### config.mk
export PLATFORM = sky130hd
export DESIGN_NAME = page_alloc_ctrl_flat
export DESIGN_NICKNAME = d
export VERILOG_FILES = /design/src/rtl/page_alloc_ctrl_pkg.sv /design/src/rtl/page_alloc_ctrl_if.sv /design/src/rtl/page_alloc_ctrl_bitmap_word_scan.sv /design/src/rtl/page_alloc_ctrl.sv /design/src/flat_wrapper.sv
export SDC_FILE = /design/constraint.sdc
export NUM_CORES = 1
export LEC_CHECK = 0
export CAP_MARGIN = 20
export CORE_MARGIN = 4
export CORE_UTILIZATION = 30
export DETAILED_ROUTE_END_ITERATION = 12
export GPL_TIMING_DRIVEN = 0
export SETUP_SLACK_MARGIN = 0.1
export SLEW_MARGIN = 20
export SYNTH_ARGS = -nofsm -noshare
export SYNTH_HDL_FRONTEND = slang
export SYNTH_SLANG_ARGS = --single-unit
export TNS_END_PERCENT = 30
### constraint.sdc
create_clock -name clk -period 4.4 [get_ports clk]
set_input_delay 0.88 -clock clk [delete_from_list [all_inputs] [get_ports clk]]
set_output_delay 0.88 -clock clk [all_outputs]
set_load 0.01 [all_outputs]
### src/rtl/page_alloc_ctrl_pkg.sv
// Shared types and helpers for the bitmap page allocator: FSM states,
// bitmap word geometry and the round-robin pointer advance.
package page_alloc_pkg;

  localparam int WORD_W   = 64;
  localparam int WORD_LSB = 6;

  typedef enum logic [1:0] {
    ST_IDLE = 2'd0,
    ST_SCAN = 2'd1,
    ST_RESP = 2'd2
  } alloc_state_e;

  function automatic int calc_page_w(input int num_words);
    return $clog2(num_words * WORD_W);
  endfunction

  function automatic int rr_next(input int idx, input int n_req);
    return (idx + 1 >= n_req) ? 0 : idx + 1;
  endfunction

endpackage

### src/rtl/page_alloc_ctrl_if.sv
// Allocation/free bus between requesters (master) and the page allocator
// controller (slave).
interface page_alloc_ctrl_if
  import page_alloc_pkg::*;
#(
  parameter int N_REQ     = 2,
  parameter int NUM_WORDS = 4
);
  localparam int PAGE_W = calc_page_w(NUM_WORDS);

  logic [N_REQ-1:0]  alloc_req;
  logic [N_REQ-1:0]  alloc_gnt;
  logic              alloc_ok;
  logic [PAGE_W-1:0] alloc_page;
  logic              free_valid;
  logic [PAGE_W-1:0] free_page;
  logic              free_ready;
  logic              double_free;
  logic [PAGE_W:0]   free_count;
  logic              busy;

  modport master (
    output alloc_req, free_valid, free_page,
    input  alloc_gnt, alloc_ok, alloc_page, free_ready, double_free, free_count, busy
  );

  modport slave (
    input  alloc_req, free_valid, free_page,
    output alloc_gnt, alloc_ok, alloc_page, free_ready, double_free, free_count, busy
  );

endinterface

### src/rtl/page_alloc_ctrl_bitmap_word_scan.sv
// First-zero finder for one 64-bit bitmap word: lowest free bit position
// plus a one-hot mask the controller ORs in to claim that page.
module bitmap_word_scan
  import page_alloc_pkg::*;
(
  input  logic [WORD_W-1:0]   word_i,
  output logic                found_o,
  output logic [WORD_LSB-1:0] pos_o,
  output logic [WORD_W-1:0]   mask_o
);

  // Walk from the top down so the lowest zero bit is the last one to win.
  always_comb begin
    found_o = 1'b0;
    pos_o   = '0;
    mask_o  = '0;
    for (int b = WORD_W - 1; b >= 0; b--) begin
      if (!word_i[b]) begin
        found_o   = 1'b1;
        pos_o     = WORD_LSB'(b);
        mask_o    = '0;
        mask_o[b] = 1'b1;
      end
    end
  end

endmodule

### src/rtl/page_alloc_ctrl.sv
// Bitmap page allocator: round-robin alloc arbitration, one-word-per-cycle
// first-fit scan, frees in IDLE. Define NEXT_FIT_EN to start scans at the last hit word.
module page_alloc_ctrl
  import page_alloc_pkg::*;
#(
  parameter int N_REQ     = 2,
  parameter int NUM_WORDS = 4
) (
  input  logic             clk,
  input  logic             rst,
  page_alloc_ctrl_if.slave bus
);

  localparam int PAGE_W = calc_page_w(NUM_WORDS);
  localparam int IDX_W  = PAGE_W - WORD_LSB;
  localparam int RR_W   = (N_REQ > 1) ? $clog2(N_REQ) : 1;
  localparam logic [PAGE_W:0]  NUM_PAGES = (PAGE_W + 1)'(NUM_WORDS * WORD_W);
  localparam logic [IDX_W-1:0] LAST_IDX  = IDX_W'(NUM_WORDS - 1);

  alloc_state_e                     state_q;
  logic [NUM_WORDS-1:0][WORD_W-1:0] bitmap_q;
  logic [PAGE_W:0]                  free_count_q;
  logic [RR_W-1:0]                  rr_q;
  logic [RR_W-1:0]                  winner_q;
  logic [IDX_W-1:0]                 idx_q;
  logic [N_REQ-1:0]                 alloc_gnt_q;
  logic                             alloc_ok_q;
  logic [PAGE_W-1:0]                alloc_page_q;
  logic                             double_free_q;
`ifdef NEXT_FIT_EN
  logic [IDX_W-1:0]                 hint_q;
  logic [IDX_W-1:0]                 visited_q;
`endif

  logic [RR_W-1:0]     win_d;
  logic                win_found;
  logic [RR_W-1:0]     cand_idx;
  int                  cand;

  always_comb begin
    win_d     = rr_q;
    win_found = 1'b0;
    cand      = 0;
    cand_idx  = '0;
    for (int i = 0; i < N_REQ; i++) begin
      cand     = (int'(rr_q) + i) % N_REQ;
      cand_idx = RR_W'(cand);
      if (!win_found && bus.alloc_req[cand_idx]) begin
        win_found = 1'b1;
        win_d     = cand_idx;
      end
    end
  end

  logic [IDX_W-1:0]    free_word;
  logic [WORD_LSB-1:0] free_bit;
  logic                free_in_range;
  logic                free_hit;

  // Out-of-range pages and already-free pages both report as double frees.
  assign free_word     = bus.free_page[PAGE_W-1:WORD_LSB];
  assign free_bit      = bus.free_page[WORD_LSB-1:0];
  assign free_in_range = {1'b0, bus.free_page} < NUM_PAGES;
  assign free_hit      = free_in_range && bitmap_q[free_word][free_bit];

  logic                scan_found;
  logic [WORD_LSB-1:0] scan_pos;
  logic [WORD_W-1:0]   scan_mask;

  bitmap_word_scan u_scan (
    .word_i  (bitmap_q[idx_q]),
    .found_o (scan_found),
    .pos_o   (scan_pos),
    .mask_o  (scan_mask)
  );

  logic             scan_last;
  logic [IDX_W-1:0] idx_next;
  logic [IDX_W-1:0] scan_start;

`ifdef NEXT_FIT_EN
  assign scan_last  = (visited_q == LAST_IDX);
  assign idx_next   = (idx_q == LAST_IDX) ? '0 : idx_q + IDX_W'(1);
  assign scan_start = hint_q;
`else
  assign scan_last  = (idx_q == LAST_IDX);
  assign idx_next   = idx_q + IDX_W'(1);
  assign scan_start = '0;
`endif

  always_ff @(posedge clk) begin
    if (rst) begin
      state_q       <= ST_IDLE;
      bitmap_q      <= '0;
      free_count_q  <= NUM_PAGES;
      rr_q          <= '0;
      winner_q      <= '0;
      idx_q         <= '0;
      alloc_gnt_q   <= '0;
      alloc_ok_q    <= 1'b0;
      alloc_page_q  <= '0;
      double_free_q <= 1'b0;
`ifdef NEXT_FIT_EN
      hint_q        <= '0;
      visited_q     <= '0;
`endif
    end else begin
      alloc_gnt_q   <= '0;
      double_free_q <= 1'b0;
      unique case (state_q)
        ST_IDLE: begin
          if (bus.free_valid) begin
            if (free_hit) begin
              bitmap_q[free_word][free_bit] <= 1'b0;
              free_count_q <= free_count_q + (PAGE_W + 1)'(1);
            end else begin
              double_free_q <= 1'b1;
            end
          end else if (win_found) begin
            winner_q  <= win_d;
            idx_q     <= scan_start;
`ifdef NEXT_FIT_EN
            visited_q <= '0;
`endif
            state_q   <= ST_SCAN;
          end
        end
        ST_SCAN: begin
          if (scan_found) begin
            bitmap_q[idx_q]       <= bitmap_q[idx_q] | scan_mask;
            free_count_q          <= free_count_q - (PAGE_W + 1)'(1);
            alloc_ok_q            <= 1'b1;
            alloc_page_q          <= {idx_q, scan_pos};
            alloc_gnt_q[winner_q] <= 1'b1;
`ifdef NEXT_FIT_EN
            hint_q                <= idx_q;
`endif
            state_q               <= ST_RESP;
          end else if (scan_last) begin
            alloc_ok_q            <= 1'b0;
            alloc_page_q          <= '0;
            alloc_gnt_q[winner_q] <= 1'b1;
            state_q               <= ST_RESP;
          end else begin
            idx_q     <= idx_next;
`ifdef NEXT_FIT_EN
            visited_q <= visited_q + IDX_W'(1);
`endif
          end
        end
        ST_RESP: begin
          rr_q    <= RR_W'(rr_next(int'(winner_q), N_REQ));
          state_q <= ST_IDLE;
        end
        default: state_q <= ST_IDLE;
      endcase
    end
  end

  assign bus.alloc_gnt   = alloc_gnt_q;
  assign bus.alloc_ok    = alloc_ok_q;
  assign bus.alloc_page  = alloc_page_q;
  assign bus.double_free = double_free_q;
  assign bus.free_count  = free_count_q;
  assign bus.free_ready  = (state_q == ST_IDLE);
  assign bus.busy        = (state_q != ST_IDLE);

endmodule

### src/flat_wrapper.sv
// flat-port wrapper written by rule: the top's interface ports become plain ports
module page_alloc_ctrl_flat import page_alloc_pkg::*;
#(
  parameter int N_REQ     = 2,
  parameter int NUM_WORDS = 4
)
  (clk, rst, bus_alloc_req, bus_free_valid, bus_free_page, bus_alloc_gnt, bus_alloc_ok, bus_alloc_page, bus_free_ready, bus_double_free, bus_free_count, bus_busy);
  page_alloc_ctrl_if #(.N_REQ(N_REQ), .NUM_WORDS(NUM_WORDS)) bus_i ();
  input  logic clk;
  input  logic rst;
  input wire logic [$bits(bus_i.alloc_req)-1:0] bus_alloc_req;
  input wire logic [$bits(bus_i.free_valid)-1:0] bus_free_valid;
  input wire logic [$bits(bus_i.free_page)-1:0] bus_free_page;
  output wire logic [$bits(bus_i.alloc_gnt)-1:0] bus_alloc_gnt;
  output wire logic [$bits(bus_i.alloc_ok)-1:0] bus_alloc_ok;
  output wire logic [$bits(bus_i.alloc_page)-1:0] bus_alloc_page;
  output wire logic [$bits(bus_i.free_ready)-1:0] bus_free_ready;
  output wire logic [$bits(bus_i.double_free)-1:0] bus_double_free;
  output wire logic [$bits(bus_i.free_count)-1:0] bus_free_count;
  output wire logic [$bits(bus_i.busy)-1:0] bus_busy;
  assign bus_i.alloc_req = bus_alloc_req;
  assign bus_i.free_valid = bus_free_valid;
  assign bus_i.free_page = bus_free_page;
  assign bus_alloc_gnt = bus_i.alloc_gnt;
  assign bus_alloc_ok = bus_i.alloc_ok;
  assign bus_alloc_page = bus_i.alloc_page;
  assign bus_free_ready = bus_i.free_ready;
  assign bus_double_free = bus_i.double_free;
  assign bus_free_count = bus_i.free_count;
  assign bus_busy = bus_i.busy;
  page_alloc_ctrl #(.N_REQ(N_REQ), .NUM_WORDS(NUM_WORDS)) u_core (.clk(clk), .rst(rst), .bus(bus_i));
endmodule
* Yosys cells after proc, flatten, opt, wreduce, memory -nomap -nowiden *
Cells that the tools add are included.

cells by class
  bitwise logic cells = 6
  muxes and demuxes = 240
  $lt $le $gt $ge = 11
  equality and inequality tests = 11
  add/sub/neg operators = 5
  reductions and logical operators = 17

operators by type and width
  cell                                                               number
  two-way mux 64 bit                                                 68
  two-way mux 256 bit                                                3
  case mux 256 bit (2 select lines)                                  1
  two-way mux 6 bit                                                  64
  AND 256 bit                                                        1
  binary-select mux 64 bit (select 2 bit)                            2
  bitwise mux 256 bit                                                1
  demux 64 bit (select 2 bit)                                        2
  inverter 256 bit                                                   1
  two-way mux 1 bit                                                  78
  bitwise OR 64 bit                                                  1
  two-way mux 9 bit                                                  3
  two-way mux 2 bit                                                  10
  case mux 9 bit (2 select lines)                                    1
  two-way mux 8 bit                                                  2
  adder 9 x 1 -> 9 bit, second input constant                        1
  subtractor 9 x 1 -> 9 bit, second input constant                   1
  != test 2 bit, second input constant                               4
  case mux 2 bit (2 select lines)                                    2
  less-than comparator 6 x 7 -> 1 bit, second input constant         1
  binary-select mux 1 bit (select 6 bit)                             1
  demux 1 bit (select 6 bit)                                         1
  greater-or-equal comparator 6 x 1 -> 1 bit, second input constant  1
  less-than comparator 1 x 2 -> 1 bit, second input constant         3
  other kinds (23)                                                   37

storage, ports and cells
  bits of input ports = 13
  output and inout port bits = 23
  word-level logic and storage cells = 303
  bits in registers = 283

* Longest topological paths before layout *
  depth in word-level cells = 70
  mapped depth = 14
  depth with buffers taken out = 11

* Cells and area by module *
A second synthesis with hierarchy kept.

unflattened totals
  cell total of the unflattened synthesis = 2346
  area total of the unflattened synthesis = 21494.4 um^2

modules (own cells, without submodules)
  module            area an instance (um^2)  instances  seq. area each (um^2)  cells each
  page_alloc_ctrl   20071.8                  1          5665.4                 2114
  bitmap_word_scan  1422.6                   1          0.0                    232

* Least setup slack after synthesis *
OpenSTA, ideal clock, no wires.

  path kind = input to register
  from = input bus_free_page[6]
  to = register u_core.bitmap_q[120] in the netlist's numbering
  required time = 4268 ps
  stages on the path = 13
  library setup time = 132 ps
  arrival = 3445 ps
  path slack = 823 ps
  buffers on the path = 5
  cells stage by stage = buf_4 buf_6 nor4bb_1 a221oi_2 o211ai_1 o311a_1 a221oi_2 or4b_1 buf_2 buf_6 buf_2 a31oi_1 o22ai_1

between the ends
  longest elaborated chain between the ends = 9
  elaborated cells between the ends (all ways) = 16
  those cells by class = order compare (2); eq/ne (1); mux (9); bitwise (2); reduce/logical (2)

ends and longest elaborated chain
  element                                                                          line                    RTL
  start, declared                                                                  flat_wrapper.sv:13      input wire logic [$bits(bus_i.free_page)-1:0] bus_free_page;
  branches (longest 9 deep; another with binary-select mux 64 bit (select 2 bit))  --
  end signal, assigned by index                                                    page_alloc_ctrl.sv:130  bitmap_q[idx_q] <= bitmap_q[idx_q] | scan_mask;
  end, declared                                                                    page_alloc_ctrl.sv:21   logic [NUM_WORDS-1:0][WORD_W-1:0] bitmap_q;

Several ways; the timed one is not identified. The select of a mux whose other input is x is not followed.
A chain may end at the register's enable or synchronous reset.

* Final worst setup path *
  from = input bus_free_page[6]
  to = register u_core.bitmap_q[82] in the netlist's numbering

The elaborated chain is that of the path after synthesis.

==> results by group <==
Global route
  • Global-route layer with the greatest usage: met2
  • Initial antenna violation count: 2
  • Wire length of the first global-routing pass: 147100 um
  • Met2 routing resource usage after global routing: 0.4205
  • Final global-route overflow total: 0
  • Met3 Usage GRT: 0.1042
  • GRT Util Overall: 0.2959
  • Via count of the first global-routing pass: slightly above 20k
  • Largest net degree at the start of global routing: 20
  • Routing usage on met1: 0.3792

Worst setup path
  • Worst path cell trace: buf_4 > buf_4 > buf_2 > nor2_1 > nand4_1 > nand3_1 > nor4_4 > o22ai_4 > or4b_1 > buf_2 > buf_6 > buf_2 > a31oi_2 > o22ai_1
  • Required time of the critical path: 4.83 ns
  • Critical path endpoint category: flip-flop
  • Top fanout value on the critical path: 10
  • Category of the critical setup timing path: in -> reg
  • Sum of buffers and inverters on the critical path: 6
  • Cell family with most CP delay: simple AND/OR/NAND/NOR gates
  • Worst reg2reg setup slack: 0.04 ns
  • Crit path max-delay cell type: nor4_4
  • Critical Path Source Type: primary input
  • RR Startpoint: u_core.idx_q[1]
  • CP most frequent cell: buf_2
  • Critical Path AT: 4.82 ns
  • Capturing point of the worst reg2reg path: u_core.bitmap_q[59]
  • Crit path largest cell delay: 0.58 ns
  • Depth of the worst register-to-register path: 10

Timing
  • Top achievable clock speed: about 230 MHz
  • Period Utilization, post-route: 0.9961
  • Final setup vio count: 0
  • Min Tclk post-route: 4.383 ns
  • Max transition margin: 0.1556
  • Layout Skew: 0.02524 ns
  • Fin Setup TNS: 0 ns
  • Slew at the pin closest to its max-slew limit: roughly 1.3 ns
  • Final count of hold timing violations: 0
  • Worst Slack Setup Final: ~0.017 ns
  • RSZ-0062 raised after global routing: yes
  • Fin. max-slew vios: 0
  • Worst hold margin: 0.4539 ns

Clock network
  • Clk pin slew, worst setup/hold paths: 0.06 ns
  • Root buf cell: clkbuf_16
  • Count of H-tree levels built during CTS: 2
  • Total of hold buffers inserted after clock tree synthesis: 0
  • Number of clock sinks seen by CTS: 283
  • Later-pin clock latency in the skew report: between 0.5 and 0.6 ns
  • Clock tree buffer depth: 3
  • TritonCTS clock tree: built
  • Total CTS buffers: 36

Floorplan
  • Cell row count: 92
  • Ports: 36
  • Full die area: 68140 um2
  • Die W: 261.0 um
  • Core area: around 63000 um2
  • Initial core utilization: 0.3040
  • Floorplan die height: 261.0 um

Final layout
  • Growth of design area from synthesis to finish: 16.47%
  • Final instance area: between 20000 and 25000 um2
  • Fraction of layout cells with a size suffix above 1: 0.1238
  • Filler instances: between 6k and 7k
  • Final core utilization: 0.3540
  • Final #Nets: about 2.6k
  • Finished Layout Cells: 3480

Power
  • VDD IR-drop max: 0.0002315 V
  • Logic pwr share: 0.199
  • Leakage power figure: 7.105 nW
  • Power density over the cells: between 300 and 400 nW/um2
  • Share of total power in the clock network: 0.434
  • Part of the total power dissipated in sequential elements: 0.367
  • Total power: 7.071 mW
  • Switching power of the nets: 2.294 mW
  • Int Power: 4.777 mW
  • Switching part of the total: 0.3244

Placed design
  • Cell area reported after detailed placement: 20760 um2
  • DP Cell Count: between 3k and 4k
  • Setup slack at placement: -2.349 ns
  • Last weighted congestion value of the routability-driven placer: 1.065
  • HPWL after DPL: 75180 um
  • Total of buffers placed on input and output ports: 33

Drt
  • Per-cell routed wire length: 30.19 um
  • Final wirelength: 105100 um
  • Vias: 22.57k
  • Ratio of routed vias to standard cells: roughly 6.5
  • Post-route DRC: 0
  • Initial DRC Count: 3901
  • ANT nets after route: 0
  • Number of iterations in the first detailed-routing pass: 6

Logic synthesis
  • Most frequent cell after synthesis: a21oi_1
  • Area fraction of the dominant cell type after synthesis: 0.2949
  • Share of synthesized area occupied by flip-flops and latches: 0.2949
  • Post-Synthesis Cells: 2526
  • Post-synthesis area per instance: 7.604 um2
  • Synth area leaders: dfxtp_1 29%, mux4_2 11%, a31oi_1 8.5%
  • Count of synthesis-stage warnings from yosys: 0
  • Cell area after synthesis: 19210 um2
  • Count of flip-flops with a built-in enable after synthesis: 0
  • Commonest cells in the netlist: 302 x a21oi_1, 283 x dfxtp_1, 279 x inv_1
  • Proportion of synthesized flip-flops having asynchronous set or reset: 0
  • Synth area leader: dfxtp_1
  • Most common flop cell mapped by yosys: dfxtp_1
  • Number of nets in the synthesized netlist: 2551
  • #FFs+latches synth: 283
  • Yosys cell types: 69

Worst hold path
  • Count of cells along the worst hold path: 2
  • Hold/Removal Path Class: reg -> reg
  • Hold path start: u_core.bus.alloc_page[5]
  • Worst-case hold path end point: u_core.bus.alloc_page[5]

Flow run
  • Maximum capacitance violations: 0

Status
  • Result of the run: finished, final reports clean
[worst min-delay path, delay by kind of cell, from the launching register on]
| kind | cells | cell delay, ns |
|---|---|---|
| AOI/OAI and AO/OA | 1 | 0.05 |
| DFF | 1 | 0.31 |
| and+or+nand+nor | 1 | 0.05 |
[worst max path at each step]
stage / from / cells after the start / to
floorplan: bus_free_page[6] / 13 / u_core.bitmap_q[120]
global placement: bus_free_page[1] / 11 / u_core.bitmap_q[241]
detailed placement: bus_free_page[2] / 14 / u_core.bitmap_q[241]
CTS: u_core.idx_q[0] / 13 / u_core.bitmap_q[16]
global route: u_core.state_q[1] / 9 / u_core.bitmap_q[200]
finish: bus_free_page[6] / 14 / u_core.bitmap_q[82]
[sequential cells by signal, summed over array words and instances (netlist names)]
register and cells:
u_core.bitmap_q 256, u_core.bus.free_count 9, u_core.bus.alloc_page 8, u_core.bus.alloc_gnt 2, u_core.idx_q 2, u_core.state_q 2, u_core.bus.alloc_ok 1, u_core.bus.double_free 1
u_core.rr_q 1, u_core.winner_q 1
[cell usage in the layout (no fill, tap or decap), drive strengths merged, types with 4 or more instances in the layout]
cell type	netlist	routed
a21oi	303	303
dfxtp	283	283
inv	280	281
a31oi	260	260
nand2	236	236
clkbuf	136	202
o21ai	180	180
nor2	128	128
o22ai	121	121
buf	94	96
mux4	90	90
mux2i	75	75
nand3	48	48
a22oi	33	33
nor3	33	33
nand4	29	29
clkdlybuf4s50	0	29
nor4	26	26
and2	18	18
and3	16	16
ha	11	11
a211oi	11	11
nand2b	9	9
nor2b	9	9
o211ai	8	8
and4	8	8
nor4bb	6	6
a21o	5	5
nor4b	5	5
nand3b	4	4
a41oi	4	4
and4b	4	4
a2111oi	4	4
[cells by family after synthesis]
| kind of cell | synth area share |
|---|---|
| compound gates | 0.2914 |
| simple gates | 0.1451 |
| buf+inv | 0.1123 |
| flops | 0.2949 |
| mux | 0.1458 |
| fa+ha+maj | 0.008207 |
| xor+xnor | 0.002280 |
[layer usage]
metal,vias to the layer above,routed length (um)
met2,1959,42230
met5,-,18
li1,9429,-
met1,10670,38940
met3,502,15320
met4,2,8556
[repair_timing]
action / 4_1_cts / 5_1_grt
pin swaps: 4 / 5
setup buffers: 2 / 5
setup endpoints to repair: 271 / 261
gates resized for setup: 66 / 71
[cell type report]
| type | count | area [um2] | share of cell area |
|---|---|---|---|
| Sequential cell | 283 | 5665 | 0.2532 |
| Antenna cell | 1 | 2.502 | 0.0001119 |
| Timing Repair Buffer | 47 | 419.2 | 0.01874 |
| Inverter | 280 | 1051 | 0.04698 |
| Clock buffer | 53 | 1066 | 0.04765 |
| Multi-Input combinational cell | 1733 | 11740 | 0.5246 |
| Tap cell | 846 | 1059 | 0.04732 |
| Clock inverter | 8 | 98.84 | 0.004418 |
| Buffer | 229 | 1275 | 0.05699 |
[power by group through the flow]
stage / clock network, mW / registers, mW / logic [mW]
after floorplan: 0 / 2.65 / 0.747
after global placement: 0 / 2.65 / 1.25
after detailed placement: 0 / 2.65 / 1.26
after CTS: 3.07 / 2.60 / 1.29
after global routing: 3.17 / 2.60 / 1.43
final: 3.07 / 2.60 / 1.40
Power figures use the tool's default switching activity.
